===== config.mk =====
export PLATFORM = sky130hd
export DESIGN_NAME = imem_loader
export DESIGN_NICKNAME = d
export VERILOG_FILES = /design/src/rtl/imem_loader_pkg.sv /design/src/rtl/imem_loader_byte_to_word_packer.sv /design/src/rtl/imem_loader.sv
export SDC_FILE = /design/constraint.sdc
export NUM_CORES = 1
export LEC_CHECK = 0
export CAP_MARGIN = 20
export CORE_AREA = 2 2 82 84
export DETAILED_ROUTE_END_ITERATION = 8
export DIE_AREA = 0 0 84 86
export GPL_ROUTABILITY_DRIVEN = 0
export GPL_TIMING_DRIVEN = 0
export PLACE_DENSITY = 0.89
export SYNTH_ARGS = -nofsm -noshare
export SYNTH_HDL_FRONTEND = slang
export SYNTH_SLANG_ARGS = --single-unit
export TNS_END_PERCENT = 10

===== constraint.sdc =====
create_clock -name clk -period 2.67 [get_ports clk]
set_input_delay 0.534 -clock clk [delete_from_list [all_inputs] [get_ports clk]]
set_output_delay 0.534 -clock clk [all_outputs]
set_load 0.01 [all_outputs]

===== src/rtl/imem_loader_pkg.sv =====
// Shared types and constants for the boot-time instruction-memory loader.
// Holds the FSM state encoding and the stream/word geometry.
package imem_loader_pkg;

    localparam int IMEM_WORD_W = 32;
    localparam int BYTE_W      = 8;
    localparam int HDR_LEN     = 2;
    localparam int WORD_BYTES  = IMEM_WORD_W / BYTE_W;

    typedef enum logic [2:0] {
        S_IDLE   = 3'd0,
        S_HDR_HI = 3'd1,
        S_HDR_LO = 3'd2,
        S_DATA   = 3'd3,
        S_WRITE  = 3'd4,
        S_DONE   = 3'd5,
        S_ERR    = 3'd6
    } state_t;

    // States in which the loader takes bytes from the stream.
    function automatic logic is_rx_state(input state_t s);
        return (s == S_HDR_HI) || (s == S_HDR_LO) || (s == S_DATA);
    endfunction

endpackage


===== src/rtl/imem_loader_byte_to_word_packer.sv =====
// Collects WORD_BYTES stream bytes MSB first into one instruction word.
// word_valid marks the cycle in which the last byte of a word is taken.
module byte_to_word_packer
    import imem_loader_pkg::*;
(
    input  logic                   clk,
    input  logic                   rst,
    input  logic                   clr,
    input  logic                   byte_valid,
    input  logic [BYTE_W-1:0]      byte_data,
    output logic [IMEM_WORD_W-1:0] word,
    output logic                   word_valid
);

    localparam int IDX_W = $clog2(WORD_BYTES);

    logic [WORD_BYTES-1:0][BYTE_W-1:0] sr;
    logic [IDX_W-1:0]                  idx;

    assign word       = sr;
    assign word_valid = byte_valid && (idx == IDX_W'(WORD_BYTES - 1));

    always_ff @(posedge clk or posedge rst) begin
        if (rst) begin
            sr  <= '0;
            idx <= '0;
        end else if (clr) begin
            idx <= '0;
        end else if (byte_valid) begin
            sr  <= {sr[WORD_BYTES-2:0], byte_data};
            // wraps back to 0 after the last byte of each word
            idx <= idx + IDX_W'(1);
        end
    end

endmodule


===== src/rtl/imem_loader.sv =====
// Boot loader: parses a 16-bit word-count header, then writes big-endian words
// into instruction memory while holding the CPU.
module imem_loader
    import imem_loader_pkg::*;
#(
    parameter int ADDR_W = 8
) (
    input  logic                   clk,
    input  logic                   rst,
    input  logic                   start,
    input  logic                   in_valid,
    output logic                   in_ready,
    input  logic [BYTE_W-1:0]      in_data,
    output logic                   imem_we,
    output logic [ADDR_W-1:0]      imem_addr,
    output logic [IMEM_WORD_W-1:0] imem_wdata,
    output logic                   cpu_hold,
    output logic                   busy,
    output logic                   done,
    output logic                   error,
    output logic [ADDR_W:0]        words_loaded
);

    localparam int          CNT_W   = HDR_LEN * BYTE_W;
    localparam logic [16:0] DEPTH17 = 17'(2 ** ADDR_W);

    state_t             state, nxt;
    logic [CNT_W-1:0]   count;
    logic [ADDR_W:0]    wl_inc;
    logic [16:0]        hdr_n;
    logic               fire;
    logic               start_ok;
    logic               pk_valid;
    logic               pk_word_valid;
    logic [IMEM_WORD_W-1:0] pk_word;

    assign fire     = in_valid && in_ready;
    assign start_ok = (state == S_IDLE) && start;
    assign pk_valid = fire && (state == S_DATA);
    assign wl_inc   = words_loaded + (ADDR_W + 1)'(1);
    // Word count as it will be once the low header byte lands this cycle.
    assign hdr_n    = {1'b0, count[CNT_W-1:BYTE_W], in_data};

    byte_to_word_packer u_packer (
        .clk        (clk),
        .rst        (rst),
        .clr        (start_ok),
        .byte_valid (pk_valid),
        .byte_data  (in_data),
        .word       (pk_word),
        .word_valid (pk_word_valid)
    );

    always_comb begin
        nxt = state;
        unique case (state)
            S_IDLE:   if (start) nxt = S_HDR_HI;
            S_HDR_HI: if (fire)  nxt = S_HDR_LO;
            S_HDR_LO: begin
                if (fire) begin
                    if (hdr_n == 17'd0)        nxt = S_DONE;
                    else if (hdr_n > DEPTH17)  nxt = S_ERR;
                    else                       nxt = S_DATA;
                end
            end
            S_DATA:   if (pk_word_valid) nxt = S_WRITE;
            S_WRITE:  nxt = (17'(wl_inc) == {1'b0, count}) ? S_DONE : S_DATA;
            S_DONE:   nxt = S_IDLE;
            S_ERR:    nxt = S_IDLE;
            default:  nxt = S_IDLE;
        endcase
    end

    always_ff @(posedge clk or posedge rst) begin
        if (rst) begin
            state        <= S_IDLE;
            in_ready     <= 1'b0;
            busy         <= 1'b0;
            cpu_hold     <= 1'b0;
            done         <= 1'b0;
            error        <= 1'b0;
            count        <= '0;
            words_loaded <= '0;
        end else begin
            state    <= nxt;
            // registered decode so in_ready never depends on in_valid
            in_ready <= is_rx_state(nxt);
            unique case (state)
                S_IDLE: begin
                    if (start) begin
                        done         <= 1'b0;
                        error        <= 1'b0;
                        words_loaded <= '0;
                        busy         <= 1'b1;
                        cpu_hold     <= 1'b1;
                    end
                end
                S_HDR_HI: if (fire) count[CNT_W-1:BYTE_W] <= in_data;
                S_HDR_LO: if (fire) count[BYTE_W-1:0]     <= in_data;
                S_WRITE:  words_loaded <= wl_inc;
                S_DONE: begin
                    done     <= 1'b1;
                    busy     <= 1'b0;
                    cpu_hold <= 1'b0;
                end
                S_ERR: begin
                    error    <= 1'b1;
                    busy     <= 1'b0;
                    cpu_hold <= 1'b0;
                end
                default: ;
            endcase
        end
    end

    // N never exceeds DEPTH, so the address field cannot wrap.
    assign imem_we    = (state == S_WRITE);
    assign imem_addr  = words_loaded[ADDR_W-1:0];
    assign imem_wdata = pk_word;

endmodule

==> run_results.csv <==
group,metric,value,unit
logic_synthesis,synthFlopType,"dfrtp_1",
logic_synthesis,synth_edf_count,0,
grt,track_usage,0.2133,
min_path,hp-class,"register to register",
sta,max_freq,390.0,MHz
critical_path,critPathCaptureType,"output pin",
logic_synthesis,synth_top_cell_area_share,0.5284,
layout,drive_above_1_share,0.1157,
pwr,power_density,1169,mW/mm²
pwr,power_leakage,1.762,nW
critical_path,crit_slowest_cell,"clkdlybuf4s50_1",
logic_synthesis,ys_types,48,
logic_synthesis,seq_area_frac_synth,0.5284,
clock_network,htree_levels,3,
sta,slew_headroom,0.4827,
detailed_routing,first_pass_iters,4,
detailed_routing,drcViolationCount,0,
pwr,finalPower,4.776,mW
grt,grt_overflow_total,0,
sta,rsz0062_at_grt,"false",
critical_path,slowest_delay,0.56,ns
pwr,clkPwrFrac,0.159,
critical_path,path_buf_inv,4,
clock_network,clock_sinks,66,
logic_synthesis,yosysWarningCount,0,
critical_path,path_max_fanout,10,
floorplanning,row_count,29,
logic_synthesis,syn-num-nets,296,
clock_network,cts.reportedPaths.clkPinSlew,0.07,ns
detailed_routing,drt-total-wl,7159,µm
detailed_routing,viasPerCell,5.552,
logic_synthesis,ys_ff_latch,66,
critical_path,critPathTopFamily,"buffers and inverters",
clock_network,hold_buffers,0,
logic_synthesis,synthTopCellsByArea,"dfrtp_1 (53%), mux2_1 (12%), nand2_1 (4.9%)",
critical_path,worstRegToRegCells,7,
floorplanning,die_h,86,µm
grt,grt_pass1_wl,12280,µm
grt,antenna_found_initial,0,
clock_network,cts_tree,"done",
sta,fin_crit,2.564,ns
layout,final.fill_count,487,
pwr,p_sw_frac,0.3631,
detailed_routing,ant_nets,0,
pwr,seq_power_share,0.389,
clock_network,max-clock-path-buffers,2,
floorplanning,die-area,0.007224,mm²
placement,placed_cell_area,0.003902,mm²
critical_path,path_class,"register to output pin",
pwr,p_int,3.041,mW
clock_network,clock_latency,0.34,ns
sta,drv_slew,0,
clock_network,cts_root_buf,"clkbuf_8",
sta,tightest_slew,0.7708,ns
run,drv_cap,0,
detailed_routing,drtIter0Drc,191,
pwr,power_frac_comb,0.452,
layout,final_cell_mix,"dfrtp_1 (66), clkdlybuf4s50_1 (66), nand2_1 (41)",
pwr,netSwitchingPower,1.734,mW
placement,io_buffers,66,
critical_path,required,2.14,ns
sta,skew,0.01073,ns
grt,first_global_vias,2530,
logic_synthesis,avgSynthCellArea,11.08,µm²
floorplanning,core_area,0.006277,mm²
critical_path,cp.depth,6,
sta,final-setup-viol-count,0,
logic_synthesis,netlist_area,0.003125,mm²
layout,postLayoutCoreUtil,0.6510,
logic_synthesis,yosys.area.top_type,"dfrtp_1",
floorplanning,io_pins,67,
pwr,peakVddDrop,0.0007586,V
clock_network,cts_buffers,9,
run_status,outcome,"finished, final reports clean",
sta,hold_viol,0,
floorplanning,die_w,84,µm
layout,fin_nets,373,
logic_synthesis,synthCells,282,
clock_network,cts_setup_buffers,0,
grt,grt_max_degree,40,
logic_synthesis,async_reset_ff_frac,1.000,
critical_path,cpMostUsedCell,"buf_2",
layout,synthToLayoutAreaGrowth,30.74,%
sta,post-route-period-util,0.9603,
layout,stdcell_area,0.004086,mm²
critical_path,crit_arrival,2.03,ns
floorplanning,start_util,0.4979,
min_path,hold_depth,1,
critical_path,path_cells,"buf_2, nor2_4, nand2_1, buf_2, inv_2, clkdlybuf4s50_1",
detailed_routing,wl_per_cell,16.27,µm
detailed_routing,vias,2443,
sta,tns,0,ns
layout,antenna_cells,0,
critical_path,cp-start-kind,"register",
placement,dp_hpwl,5240,µm
-- timing repair --
action	4_1_cts	5_1_grt
endpoints found under the hold margin	0	0
endpoints found under the setup margin	1	1
pin swaps	0	1
resized for setup	3	1
-- per-layer routing --
layer,part of all wire,GRT usage,routed length [µm]
met5,0,0,0
met2,0.53,0.3702,3779
met4,0.018,0.09238,130
met3,0.038,0.03850,274
met1,0.42,0.2627,2975
-- synth_stat cells (all sizes together) (2+ instances only) --
| cell | n |
|---|---|
| a21oi | 9 |
| a31oi | 3 |
| a32oi | 2 |
| and3 | 3 |
| buf | 10 |
| clkbuf | 9 |
| dfrtp | 66 |
| ha | 2 |
| inv | 10 |
| mux2 | 40 |
| nand2 | 41 |
| nand3 | 10 |
| nand4 | 2 |
| nor2 | 12 |
| nor2b | 2 |
| nor3 | 2 |
| nor4 | 4 |
| o21a | 2 |
| o21ai | 15 |
| o31ai | 3 |
| o41ai | 2 |
| xnor2 | 11 |
| xor2 | 4 |
-- area by class of cell --
type | count | area (µm²) | area share
clock inverter | 4 | 27.53 | 0.006736
buffer | 18 | 103.9 | 0.02541
multi-input combinational | 187 | 1338 | 0.3273
clock buffer | 11 | 151.4 | 0.03705
tap | 77 | 96.34 | 0.02358
timing repair buffer | 67 | 680.7 | 0.1666
sequential | 66 | 1652 | 0.4042
inverter | 10 | 37.54 | 0.009186
-- registers in the layout, summed over array words and instances, names as in the netlist --
register and count:
done 1, in_ready 1, count 16, u_packer.word 32, busy 1, u_packer.idx 2
state 3, words_loaded 9, error 1
-- final timing paths --
| kind | startpoint | endpoint | slack, ns |
|---|---|---|---|
| max reg2reg | words_loaded[0] | state[2] | 0.26 |
| min in group asynchronous | rst | u_packer.word[21] | 0.58 |
| max in group asynchronous | rst | words_loaded[2] | 1.47 |
| min reg2reg | error | error | 0.49 |
| max | state[1] | imem_we | 0.11 |
| min | error | error | 0.49 |
-- worst reg2reg max path, delay by kind of cell (launching register included) --
| family | cells | cell delay (ns) |
|---|---|---|
| compound gates | 2 | 0.71 |
| xor+xnor | 1 | 0.14 |
| flops | 1 | 0.53 |
| buf+inv | 1 | 0.39 |
| simple gates | 2 | 0.38 |
| fa+ha+maj | 1 | 0.20 |
-- kinds of logic (layout without fill, tap and decap cells) --
kind of cell | count (synthesis) | after routing | share of synthesized area
AO/OA/AOI/OAI | 46 | 46 | 0.09808
XOR/XNOR | 15 | 15 | 0.04203
adder cells (fa/ha/maj) | 2 | 2 | 0.008005
buffers and inverters | 29 | 110 | 0.04603
flip-flops | 66 | 66 | 0.5284
multiplexers | 40 | 40 | 0.1441
AND/OR/NAND/NOR | 84 | 84 | 0.1333
-- power groups by stage --
stage | clock (mW) | combinational, mW | sequential [mW]
CTS | 0.770 | 2.18 | 1.85
detailed placement | 0 | 2.16 | 1.86
global route | 0.820 | 2.34 | 1.92
global placement | 0 | 2.05 | 1.82
finish | 0.761 | 2.16 | 1.86
floorplan | 0 | 1.05 | 1.92
-- through the flow --
step	hold WS, ns	setup WS (ns)	cells
3_3_place_gp	0.4703	-0.5909	425
5_1_grt	0.5079	0.02002	440
3_5_place_dp	0.4794	0.1639	426
2_1_floorplan	0.4543	0.4812	282
4_1_cts	0.4959	0.006689	441
6_report	0.4905	0.1060	440
Note: power is estimated with default switching activity, not from simulation.
